**src/rtl/uart_rx_frontend.sv**
```systemverilog
// UART 8N1 receive front end: oversampled start-edge detection, mid-bit sampling,
// one-cycle RX_END / RX_ERR strobes and a busy flag spanning each frame.
module uart_rx_frontend #(
  parameter int CLK_FREQ   = 100_000_000,
  parameter int BAUD       = 9600,
  parameter int OVERSAMPLE = 16
) (
  input  logic       clk,
  input  logic       reset,
  input  logic       UART_RX,
  output logic [7:0] RX_DATA,
  output logic       RX_END,
  output logic       RX_ERR,
  output logic       RX_BUSY
);

  localparam int DIV = CLK_FREQ / (BAUD * OVERSAMPLE);
  localparam int TW  = (DIV > 1) ? $clog2(DIV) : 1;
  localparam int SW  = $clog2(OVERSAMPLE);
  localparam logic [TW-1:0] TICK_LAST = TW'(DIV - 1);
  localparam logic [SW-1:0] S_MID     = SW'(OVERSAMPLE / 2 - 1);
  localparam logic [SW-1:0] S_LAST    = SW'(OVERSAMPLE - 1);

  typedef enum logic [2:0] {IDLE, START, DATA, STOP, BREAK} state_t;

  state_t        state;
  logic          rx_meta;
  logic          rx_s;
  logic [TW-1:0] tick_cnt;
  logic [SW-1:0] s_cnt;
  logic [2:0]    bit_cnt;
  logic [7:0]    shreg;
  logic          tick;
  logic          sample_mid;
  logic          sample_full;

  // Two-flop synchroniser; idles high so reset never looks like a start bit.
  always_ff @(posedge clk or posedge reset) begin
    if (reset) begin
      rx_meta <= 1'b1;
      rx_s    <= 1'b1;
    end else begin
      rx_meta <= UART_RX;
      rx_s    <= rx_meta;
    end
  end

  assign tick        = (tick_cnt == TICK_LAST);
  assign sample_mid  = tick && (s_cnt == S_MID);
  assign sample_full = tick && (s_cnt == S_LAST);

  always_ff @(posedge clk or posedge reset) begin
    if (reset) begin
      state    <= IDLE;
      tick_cnt <= '0;
      s_cnt    <= '0;
      bit_cnt  <= '0;
      shreg    <= '0;
      RX_DATA  <= 8'h00;
      RX_END   <= 1'b0;
      RX_ERR   <= 1'b0;
      RX_BUSY  <= 1'b0;
    end else begin
      RX_END <= 1'b0;
      RX_ERR <= 1'b0;

      if (tick) tick_cnt <= '0;
      else      tick_cnt <= tick_cnt + TW'(1);

      if (tick) s_cnt <= (s_cnt == S_LAST) ? '0 : s_cnt + SW'(1);

      case (state)
        IDLE: begin
          if (!rx_s) begin
            // Restart both counters so every later sample lands relative to this edge.
            state    <= START;
            tick_cnt <= '0;
            s_cnt    <= '0;
            RX_BUSY  <= 1'b1;
          end
        end
        START: begin
          if (sample_mid) begin
            if (rx_s) begin
              state   <= IDLE;
              RX_BUSY <= 1'b0;
            end else begin
              s_cnt   <= '0;
              bit_cnt <= '0;
              state   <= DATA;
            end
          end
        end
        DATA: begin
          if (sample_full) begin
            shreg   <= {rx_s, shreg[7:1]};
            bit_cnt <= bit_cnt + 3'd1;
            if (bit_cnt == 3'd7) state <= STOP;
          end
        end
        STOP: begin
          if (sample_full) begin
            if (rx_s) begin
              RX_DATA <= shreg;
              RX_END  <= 1'b1;
              RX_BUSY <= 1'b0;
              state   <= IDLE;
            end else begin
              RX_ERR <= 1'b1;
              state  <= BREAK;
            end
          end
        end
        BREAK: begin
          // A held-low line must not retrigger; wait for it to return to idle.
          if (rx_s) begin
            state   <= IDLE;
            RX_BUSY <= 1'b0;
          end
        end
        default: begin
          state   <= IDLE;
          RX_BUSY <= 1'b0;
        end
      endcase
    end
  end

endmodule

```
**config.mk**
```make
export PLATFORM = sky130hd
export DESIGN_NAME = uart_rx_frontend
export DESIGN_NICKNAME = d
export VERILOG_FILES = /design/src/rtl/uart_rx_frontend.sv
export SDC_FILE = /design/constraint.sdc
export NUM_CORES = 1
export LEC_CHECK = 0
export BUFFER_PORTS_ARGS = -buffer_cell sky130_fd_sc_hd__buf_2
export CORE_MARGIN = 8
export CORE_UTILIZATION = 45
export CTS_BUF_LIST = sky130_fd_sc_hd__clkbuf_4 sky130_fd_sc_hd__clkbuf_8 sky130_fd_sc_hd__clkbuf_16
export DETAILED_ROUTE_END_ITERATION = 6
export SYNTH_ARGS = -nofsm -noshare
export SYNTH_HDL_FRONTEND = slang
export SYNTH_SLANG_ARGS = --single-unit
```
**constraint.sdc**
```tcl
create_clock -name clk -period 3.2 [get_ports clk]
set_input_delay 0.48 -clock clk [delete_from_list [all_inputs] [get_ports clk]]
set_output_delay 0.48 -clock clk [all_outputs]
set_load 0.005 [all_outputs]
```
==> metrics.md, run 1 <==
| Metric | Value |
|---|---|
| Buffers on Ports | `13` |
| All-Layer GR Usage | `11.6%` |
| #FFs+latches synth | `41` |
| Total number of vias | `1284` |
| Synthesized area per cell | `11.4 um2` |
| Cell area after synthesis | `1940 um2` |
| RD Place Congestion | `0.799` |
| TritonCTS buffer count | `5` |
| Status | `finished, final reports clean` |
| WHS | `0.279 ns` |
| Diode count | `0` |
| Detailed Place HPWL | `2410 um` |
| Leakage | `1.07 nW` |
| Most common cell in the netlist | `dfrtp_1` |
| Starting Density | `45.5%` |
| Area of the die | `6670 um2` |
| Crit-path max FO | `9` |
| Area leader, netlist | `dfrtp_1` |
| Maximum clock rate | `470 MHz` |
| Post-Synthesis Cells | `171` |
| Max IR drop VDD | `230 uV` |
| Setup_tns | `0 ns` |
| Total Wirelength | `3440 um` |
| Worst-Skew Late Latency | `0.29 ns` |
| Worst Clk Skew | `0.00493 ns` |
| CTS root buf | `clkbuf_8` |
| Number of enable flip-flop cells after synthesis | `0` |
| Crit path kind | `reg -> reg` |
| H-Tree Depth | `2` |
| Worst Setup Start Kind | `flip-flop` |
| Die height | `81.7 um` |
| Hold Fails Final Rpt | `0` |
| Worst path arrival time | `2.31 ns` |
| Unique masters post-synth | `42` |
| Worst EP required | `3.38 ns` |
| Largest net degree at the start of global routing | `42` |
| Via/cell ratio | `5.42` |
| Gr ovfl total | `0` |
| Core area | `4260 um2` |
| Reg clk slew, reported paths | `0.08 ns` |
| CTS tree | `yes` |
| Post-CTS Hold Fix Bufs | `0` |
| Layout cells sized above 1 | `26.5%` |
| Main synth FF type | `dfrtp_1` |
| CTS Buffer Depth | `2` |
| Reg2reg setup slack | `1.07 ns` |
| Post-route ant nets | `0` |
| Vias in the first global route | `1242` |
| Final worst path period need | `2.13 ns` |
| Slew Viols, Final | `0` |
| Initial antenna violation count | `0` |
| Mean routed wirelength per cell | `14.5 um` |
| Pwr Density | `414 nW/um2` |
| Final-report setup violation count | `0` |
| Max cap viols | `0` |
| Yosys warnings | `0` |
| DR iter-0 viols | `70` |
| First-pass GRT wire length | `5920 um` |
| I/O Pins | `14` |
| Slew headroom | `60.2%` |
| Post-CTS sizing | `0` |
| Syn-to-layout area delta | `10.4%` |
| Final nets | `192` |
| Post-synth top cells | `39 x dfrtp_1, 17 x nor2_1, 16 x mux2_2` |
| Dominant cells by area after synthesis | `dfrtp_1 50%, mux2_2 9.3%, nor2_1 3.3%` |
| Die Width | `81.7 um` |
| Hold WC Path Type | `in -> reg` |
| CTS sink cnt | `41` |
| Drt drc | `0` |
| Slew @ Worst Pin | `0.591 ns` |
| Post-CTS setup buffer count | `0` |
| Async S/R FF share, synth | `100%` |
| RSZ-0062 raised after global routing | `no` |
| Drt pass-1 iters | `4` |
| Post-synthesis sequential area ratio | `53.0%` |
| Tcrit/Tclk final | `66.4%` |
| Crit end category | `flip-flop` |
| Post-synth top area share | `50.3%` |
| # rows | `24` |
| Syn_nets | `179` |
[where the power goes]
part           total [W]  internal, W  leakage, nW  switching (W)
Combinational  0.0000145   0.00000283        0.473      0.0000116
Clock           0.000351     0.000175       0.0512       0.000177
Sequential      0.000522     0.000520        0.546     0.00000199
[per-stage QoR]
| stage | total power, W | area [um2] | utilization, % | worst slack [ns] | instances |
|---|---|---|---|---|---|
| finish | 0.000888 | 2140 | 50.3 | 1.07 | 237 |
| global route | 0.000928 | 2140 | 50.3 | 0.892 | 237 |
| CTS | 0.000910 | 2140 | 50.3 | 1.05 | 237 |
| detailed placement | 0.000548 | 2050 | 48.0 | 1.05 | 229 |
| global placement | 0.000547 | 2050 | 48.0 | 1.14 | 229 |
| floorplan | 0.000542 | 1940 | - | 1.33 | 171 |
[routing by layer]
metal,track usage [%],share of wire (%)
met4,6.14,1.8
met5,0,0
met2,17.2,45
met3,3.83,3.5
met1,14.9,50
[cell usage in the layout, fill, tap and decap left out, types with 3 or more instances in the layout]
| cell type | instances |
|---|---|
| nand2_1 | 12 |
| a21oi_1 | 5 |
| dfrtp_1 | 39 |
| nor3_1 | 4 |
| nand4_1 | 4 |
| nand3_1 | 4 |
| ha_1 | 5 |
| buf_2 | 13 |
| xnor2_1 | 7 |
| nor4_1 | 4 |
| nor2_1 | 17 |
| mux2_2 | 16 |
| inv_1 | 3 |
| o21ai_0 | 4 |
| xor2_1 | 3 |
| and3_1 | 5 |
| clkbuf_8 | 6 |
[final timing paths]
check,start,end,cells past startpoint
worst min-delay path,UART_RX,rx_meta$_DFF_PP1_,1
worst max-delay path,tick_cnt[0]$_DFF_PP0_,RX_DATA[3]$_DFFE_PP0P_,6
min in group asynchronous,reset,tick_cnt[5]$_DFF_PP0_,3
worst min register to register,rx_meta$_DFF_PP1_,rx_s$_DFF_PP1_,0
max in group asynchronous,reset,rx_s$_DFF_PP1_,3
worst max register to register,tick_cnt[0]$_DFF_PP0_,RX_DATA[3]$_DFFE_PP0P_,6
[critical path, stage by stage, from the launching register on]
cell and delay [ns]:
dfrtp_1 0.43, inv_1 0.08, ha_1 0.13, and2_0 0.24
nand3_2 0.27, nor3_4 0.48, mux2_2 0.39
[kinds of logic (layout without fill, tap and decap cells)]
kind of cell	after synthesis	count (layout)	synth area share (%)
and+or+nand+nor	69	69	21.1
muxes	16	16	9.28
buffers and inverters	11	25	2.26
adders and majority gates	5	5	3.22
xor gates and xnor gates	10	10	4.51
DFF	41	41	53.0
AOI/OAI and AO/OA	19	19	6.70
[flip-flops by register name, indices dropped and copies added, names as in the netlist]
name	cells
rx_s	1
shreg	8
RX_END	1
RX_ERR	1
tick_cnt	10
RX_BUSY	1
state	3
bit_cnt	3
s_cnt	4
RX_DATA	8
rx_meta	1
[cell type report]
cell class,count,area [um2]
Multi-Input combinational cell,119,870
Clock buffer,6,82.6
Inverter,3,11.3
Sequential cell,41,1030
Timing Repair Buffer,14,72.6
Fill cell,381,2120
Tap cell,52,65.1
Clock inverter,2,13.8
No activity file was read; power rests on OpenSTA's default activity.
==> run 2, diff against run 1 <==
Settings changed: ABC_AREA from default to 1.
Clock period 3.2 ns to 1.7 ns, I/O delays scaled along.
==> run 2 against run 1 <==
Effect of this change: critical path depth grew 3; cell count grew 32%; power rose by 99%.
==> metrics.md, run 2 <==
| Metric | Value |
|---|---|
| Sequential Power Share | `55.6% (was 58.8%)` |
| CTS root buf | `clkbuf_8 (unchanged)` |
| Int Pwr | `0.00141 W (was 0.000697 W)` |
| Slew @ Worst Pin | `0.564 ns (was 0.591 ns)` |
| Maximum clock rate | `642 MHz (was 470 MHz)` |
| Crit-path max FO | `7 (was 9)` |
| Final nets | `269 (was 192)` |
| Drt pass-1 iters | `4 (unchanged)` |
| Hold Fails Final Rpt | `0 (unchanged)` |
| Tcrit/Tclk final | `91.7% (was 66.4%)` |
| Syn-to-layout area delta | `14.1% (was 10.4%)` |
| Largest net degree at the start of global routing | `42 (unchanged)` |
| Area leader, netlist | `dfrtp_1 (unchanged)` |
| Commonest non-fill, non-tap cell in the layout | `nand2_1 (was dfrtp_1)` |
| Largest register FFs | `10 (unchanged)` |
| I/O Pins | `14 (unchanged)` |
| Most common cell in the netlist | `nand2_1 (was dfrtp_1)` |
| Mean routed wirelength per cell | `12.3 um (was 14.5 um)` |
| Crit end category | `flip-flop (unchanged)` |
| Hold WC Path Type | `in -> reg (unchanged)` |
| Yosys warnings | `0 (unchanged)` |
| Most flops, register | `tick_cnt (unchanged)` |
| Logic pwr share | `1.7% (was 1.6%)` |
| Syn_nets | `246 (was 179)` |
| All-Layer GR Usage | `11.7% (was 11.6%)` |
| Post-Synthesis Cells | `238 (was 171)` |
| Most frequent cells in the layout | `56 x nand2_1, 39 x dfrtp_1, 28 x inv_1, 24 x nor2_1, 13 x buf_2 (was 39 x dfrtp_1, 17 x nor2_1, 16 x mux2_2, 13 x buf_2, 12 x nand2_1)` |
| Post-synthesis sequential area ratio | `50.7% (was 53.0%)` |
| Worst EP required | `1.88 ns (was 3.38 ns)` |
| Largest registers | `tick_cnt (10), RX_DATA (8), shreg (8) (unchanged)` |
| Unique masters post-synth | `32 (was 42)` |
| Vias in the first global route | `1494 (was 1242)` |
| Dominant cells by area after synthesis | `dfrtp_1 48%, nand2_1 11%, inv_1 5.2% (was dfrtp_1 50%, mux2_2 9.3%, nor2_1 3.3%)` |
| Starting Density | `46.6% (was 45.5%)` |
| Placed cell count | `304 (was 229)` |
| Worst Setup Start Kind | `flip-flop (unchanged)` |
| Detailed Place HPWL | `2720 um (was 2410 um)` |
| Buffers on Ports | `13 (unchanged)` |
| Leakage | `1.14 nW (was 1.07 nW)` |
| Switching pwr | `0.000355 W (was 0.000190 W)` |
| Slew Viols, Final | `0 (unchanged)` |
| Post-synth top cells | `57 x nand2_1, 39 x dfrtp_1, 28 x inv_1 (was 39 x dfrtp_1, 17 x nor2_1, 16 x mux2_2)` |
| Clock share of power | `42.7% (was 39.6%)` |
| Main synth FF type | `dfrtp_1 (unchanged)` |
| CTS Buffer Depth | `2 (unchanged)` |
| Status | `finished, final reports clean (unchanged)` |
| Multi-input gate area | `887 um2 (was 870 um2)` |
| Synthesized area per cell | `8.53 um2 (was 11.4 um2)` |
| # rows | `24 (unchanged)` |
| Area of the die | `6910 um2 (was 6670 um2)` |
| Total number of vias | `1522 (was 1284)` |
| Cell area after synthesis | `2030 um2 (was 1940 um2)` |
| Post-synth top area share | `48.1% (was 50.3%)` |
| RD Place Congestion | `0.805 (was 0.799)` |
| First-pass GRT wire length | `6770 um (was 5920 um)` |
| WHS | `0.0604 ns (was 0.279 ns)` |
| Switching Share | `20.1% (was 21.4%)` |
| Final-report setup violation count | `0 (unchanged)` |
| Post-route ant nets | `0 (unchanged)` |
| Drt drc | `0 (unchanged)` |
| Worst Clk Skew | `0.00830 ns (was 0.00493 ns)` |
| Die Width | `83.2 um (was 81.7 um)` |
| Reg clk slew, reported paths | `0.07 ns (was 0.08 ns)` |
| Reg2reg setup slack | `0.14 ns (was 1.07 ns)` |
| H-Tree Depth | `2 (unchanged)` |
| Initial antenna violation count | `0 (unchanged)` |
| Max IR drop VDD | `357 uV (was 230 uV)` |
| CTS sink cnt | `41 (unchanged)` |
| Register area | `1030 um2 (unchanged)` |
| Diode count | `0 (unchanged)` |
| Post-CTS Hold Fix Bufs | `0 (unchanged)` |
| Async S/R FF share, synth | `100% (unchanged)` |
| Worst path arrival time | `1.74 ns (was 2.31 ns)` |
| Gr ovfl total | `0 (unchanged)` |
| CTS tree | `yes (unchanged)` |
| Number of enable flip-flop cells after synthesis | `0 (unchanged)` |
| Finished Layout Cells | `313 (was 237)` |
| Total Wirelength | `3840 um (was 3440 um)` |
| #FFs+latches synth | `41 (unchanged)` |
| Final worst path period need | `1.56 ns (was 2.13 ns)` |
| Pwr Density | `763 nW/um2 (was 414 nW/um2)` |
| Slew headroom | `62.1% (was 60.2%)` |
| Core area | `4350 um2 (was 4260 um2)` |
| Die height | `83.2 um (was 81.7 um)` |
| Filler cells | `410 (was 381)` |
| Max cap viols | `0 (unchanged)` |
| Worst-Skew Late Latency | `0.29 ns (about the same)` |
| TritonCTS buffer count | `5 (unchanged)` |
| Crit path kind | `reg -> reg (unchanged)` |
| Layout cells sized above 1 | `22.6% (was 26.5%)` |
| DR iter-0 viols | `43 (was 70)` |
| Via/cell ratio | `4.86 (was 5.42)` |
[run 2: logic make-up after synthesis]
family	count (synthesis)	share of synthesized area, %
buffers and inverters	37	7.83
flip-flops	41	50.7
AND/OR/NAND/NOR	117	26.8
adder cells (fa/ha/maj)	5	3.08
XOR/XNOR	1	0.432
AO/OA/AOI/OAI	37	11.2
[run 2: metrics by stage]
step	utilization, %	power, W	instance area [um2]	setup slack [ns]	setup TNS [ns]
6_report	53.2	0.00177	2320	0.141	0
5_1_grt	53.2	0.00184	2320	-0.0113	-0.0216
4_1_cts	52.0	0.00179	2260	0.0413	0
3_5_place_dp	49.6	0.00103	2160	0.0524	0
3_3_place_gp	49.6	0.00103	2160	0.0761	0
2_1_floorplan	-	0.00102	2030	0.253	0
[run 2: routing by layer]
metal / up-vias / GRT usage, % / wire, um
met5: - / 0 / 0
met3: 5 / 3.91 / 146
li1: 807 / - / -
met2: 20 / 17.8 / 1740
met1: 690 / 14.9 / 1900
met4: 0 / 4.31 / 54
[run 2: path summary, 6_finish.rpt]
kind / startpoint / to / depth (start not counted)
worst max-delay path: tick_cnt[0]$_DFF_PP0_ / RX_BUSY$_DFFE_PP0P_ / 9
worst min-delay path: UART_RX / rx_meta$_DFF_PP1_ / 1
worst max register to register: tick_cnt[0]$_DFF_PP0_ / RX_BUSY$_DFFE_PP0P_ / 9
worst min register to register: rx_meta$_DFF_PP1_ / rx_s$_DFF_PP1_ / 0
max in group asynchronous: reset / rx_s$_DFF_PP1_ / 3
min in group asynchronous: reset / shreg[7]$_DFFE_PP0P_ / 3
[run 2: layout make-up]
cell class | count | share of cell area (%)
clock inverter | 2 | 1.51
clock buffer | 5 | 2.97
sequential | 41 | 44.4
timing repair buffer | 17 | 4.11
tap | 52 | 2.81
inverter | 35 | 5.89
multi-input combinational | 161 | 38.3
[run 2: timing repair]
action / 4_1_cts / 5_1_grt
setup endpoints to repair: 0 / 19
buffers inserted: 0 / 1
resized for setup: 0 / 7
[run 2: power groups by stage]
stage	Clock (W)	Sequential [W]	Combinational (W)
after global routing	0.000816	0.000983	0.0000361
final	0.000754	0.000983	0.0000296
after CTS	0.000776	0.000981	0.0000321
after detailed placement	0	0.00100	0.0000321
after global placement	0	0.00100	0.0000319
after floorplan	0	0.00100	0.0000200
[run 2: worst max-delay path: stages, from the launching register on]
cell and delay [ns]:
dfrtp_1 0.42, inv_1 0.07, ha_1 0.18, nand3_1 0.11
nor2_2 0.14, nand3_2 0.15, nand2_4 0.14, nand2_1 0.06
o21bai_1 0.13, nand2_1 0.06
==> run 3, diff against run 2 <==
Settings changed: MAX_ROUTING_LAYER from default to met4, PLACE_DENSITY_LB_ADDON from default to 0.15, REMOVE_ABC_BUFFERS from default to 1.
==> run 3 against run 2 <==
Effect of this change: first-iteration DRC count is 35% higher; design area is 1.1% higher; via count is 2.4% higher; critical path depth is 3 lower; utilization is 0.57 points higher; routed wire length is 2.4% higher; sequential cell count stayed put; register-to-register slack hardly changed; die area stayed put; largest cell class unchanged.
==> metrics.md, run 3 (synthesis results as in run 2) <==
| Metric | Value |
|---|---|
| Status | `finished, final reports clean (unchanged)` |
| Worst EP required | `1.89 ns (was 1.88 ns)` |
| Hold path endpoint | `rx_meta$_DFF_PP1_ (unchanged)` |
| Post-route ant nets | `0 (unchanged)` |
| Layout cells sized above 1 | `23.2% (was 22.6%)` |
| TritonCTS buffer count | `5 (unchanged)` |
| Largest registers | `tick_cnt (10), RX_DATA (8), shreg (8) (unchanged)` |
| CTS tree | `yes (unchanged)` |
| Drt pass-1 iters | `4 (unchanged)` |
| Most frequent cells in the layout | `56 x nand2_1, 38 x dfrtp_1, 28 x inv_1, 24 x nor2_1, 13 x buf_2 (was 56 x nand2_1, 39 x dfrtp_1, 28 x inv_1, 24 x nor2_1, 13 x buf_2)` |
| Die height | `83.2 um (unchanged)` |
| Leakage | `1.14 nW (about the same)` |
| Tcrit/Tclk final | `91.1% (was 91.7%)` |
| Vias in the first global route | `1590 (was 1494)` |
| CTS root buf | `clkbuf_8 (unchanged)` |
| Starting Density | `46.6% (unchanged)` |
| Final worst path period need | `1.55 ns (was 1.56 ns)` |
| Largest net degree at the start of global routing | `42 (unchanged)` |
| Worst Hold Launch | `UART_RX (unchanged)` |
| Crit end category | `flip-flop (unchanged)` |
| Most flops, register | `tick_cnt (unchanged)` |
| Slew Viols, Final | `0 (unchanged)` |
| Pwr Density | `786 nW/um2 (was 763 nW/um2)` |
| RSZ-0062 raised after global routing | `no` |
| Worst Clk Skew | `0.00603 ns (was 0.00830 ns)` |
| Slew @ Worst Pin | `0.582 ns (was 0.564 ns)` |
| Final-report setup violation count | `0 (unchanged)` |
| Area of the die | `6910 um2 (unchanged)` |
| Commonest non-fill, non-tap cell in the layout | `nand2_1 (unchanged)` |
| Diode count | `0 (unchanged)` |
| All-Layer GR Usage | `12.3% (was 11.7%)` |
| Post-layout util | `53.8% (was 53.2%)` |
| CTS sink cnt | `41 (unchanged)` |
| Hold Fails Final Rpt | `0 (unchanged)` |
| Worst path arrival time | `1.74 ns (about the same)` |
| Reg2reg setup slack | `0.15 ns (was 0.14 ns)` |
| WHS | `0.0514 ns (was 0.0604 ns)` |
| Crit path kind | `reg -> reg (unchanged)` |
| Worst flop-to-flop path startpoint | `state[2]$_DFFE_PP0P_ (was tick_cnt[0]$_DFF_PP0_)` |
| Detailed Place HPWL | `2710 um (was 2720 um)` |
| Largest register FFs | `10 (unchanged)` |
| Total number of vias | `1559 (was 1522)` |
| Die Width | `83.2 um (unchanged)` |
| Slew headroom | `60.9% (was 62.1%)` |
| Cells on worst reg2reg path | `6 (was 9)` |
| Core area | `4350 um2 (unchanged)` |
| Mean routed wirelength per cell | `12.5 um (was 12.3 um)` |
| Total Wirelength | `3940 um (was 3840 um)` |
| First-pass GRT wire length | `7000 um (was 6770 um)` |
| CTS Buffer Depth | `2 (unchanged)` |
| Max IR drop VDD | `475 uV (was 357 uV)` |
| RD Place Congestion | `0.817 (was 0.805)` |
| Crit-path max FO | `6 (was 7)` |
| Syn-to-layout area delta | `15.4% (was 14.1%)` |
| Post-CTS Hold Fix Bufs | `0 (unchanged)` |
| Hold WC Path Type | `in -> reg (unchanged)` |
| Reg clk slew, reported paths | `0.08 ns (was 0.07 ns)` |
| I/O Pins | `14 (unchanged)` |
| Worst flop-to-flop path endpoint | `state[2]$_DFFE_PP0P_ (was RX_BUSY$_DFFE_PP0P_)` |
| Maximum clock rate | `645 MHz (was 642 MHz)` |
| Max cap viols | `0 (unchanged)` |
| Setup_tns | `0 ns (unchanged)` |
| H-Tree Depth | `2 (unchanged)` |
| Final nets | `270 (was 269)` |
| Drt drc | `0 (unchanged)` |
| # rows | `24 (unchanged)` |
| Worst-Skew Late Latency | `0.30 ns (was 0.29 ns)` |
| Buffers on Ports | `13 (unchanged)` |
| DR iter-0 viols | `58 (was 43)` |
| Via/cell ratio | `4.95 (was 4.86)` |
| Initial antenna violation count | `0 (unchanged)` |
| Gr ovfl total | `0 (unchanged)` |
| Worst Setup Start Kind | `flip-flop (unchanged)` |
| WHS Path Cells | `1 (unchanged)` |
-- run 3: cell types whose count changed in the layout (fill, tap and decap cells not counted) --
cell        change
buf_4           +1
clkbuf_8        +1
clkinv_2        -1
clkinvlp_4      +1
dfrtp_1         -1
dfrtp_2         +1
nor2_2          -1
nor2_4          +1
nor3_1          +1
nor3_2          -1
-- run 3: stage by stage --
step | power [W] | area (um2) | instances | worst slack, ns
floorplan | 0.00102 | 2010 | 236 | 0.259
global placement | 0.00103 | 2150 | 303 | 0.0880
detailed placement | 0.00103 | 2150 | 303 | 0.0646
CTS | 0.00188 | 2270 | 311 | 0.0553
global route | 0.00191 | 2340 | 315 | 0.00434
finish | 0.00184 | 2340 | 315 | 0.151
-- run 3: how the worst max path moves through the flow --
stage,slack (ns),startpoint,cells past startpoint,to
after floorplan,0.26,tick_cnt[0]$_DFF_PP0_,9,RX_DATA[1]$_DFFE_PP0P_
after global placement,0.09,tick_cnt[0]$_DFF_PP0_,9,RX_BUSY$_DFFE_PP0P_
after detailed placement,0.06,tick_cnt[0]$_DFF_PP0_,9,RX_DATA[5]$_DFFE_PP0P_
after CTS,0.06,tick_cnt[0]$_DFF_PP0_,9,RX_BUSY$_DFFE_PP0P_
after global routing,0.004,tick_cnt[0]$_DFF_PP0_,9,state[1]$_DFFE_PP0P_
final,0.15,state[2]$_DFFE_PP0P_,6,state[2]$_DFFE_PP0P_
-- run 3: power breakdown --
| part | internal, W | switching, W | total, W | leakage [nW] |
|---|---|---|---|---|
| registers | 0.000979 | 0.00000387 | 0.000983 | 0.544 |
| logic | 0.00000515 | 0.0000252 | 0.0000304 | 0.543 |
| clock network | 0.000477 | 0.000349 | 0.000826 | 0.0574 |
-- run 3: area by class of cell --
| class | instances | area [um2] |
|---|---|---|
| Clock buffer | 6 | 82.6 |
| Clock inverter | 2 | 37.5 |
| Fill cell | 405 | 2010 |
| Inverter | 35 | 136 |
| Multi-Input combinational cell | 161 | 887 |
| Sequential cell | 41 | 1030 |
| Tap cell | 52 | 65.1 |
| Timing Repair Buffer | 18 | 103 |
-- run 3: critical path, cell delays in order (launching register included) --
cell and delay, ns:
dfrtp_1 0.45, nor3_2 0.51, nand2_1 0.17, nand2_1 0.11, nand2_2 0.07, nand3b_1 0.08
nand2_1 0.05
-- run 3: per-layer routing --
metal  GRT usage [%]  share of wire (%)  up-vias
li1                -                  -      804
met1            14.3                 49      729
met2            19.4                 46       20
met3            3.61                3.2        6
met4            5.11                1.5        0
met5               -                  0        -
-- run 3: timing repair --
| action | in CTS | in global routing |
|---|---|---|
| setup endpoints to repair | 0 | 17 |
| setup buffers | 0 | 3 |
| endpoints found under the hold margin | 0 | 0 |
| resized for setup | 0 | 8 |
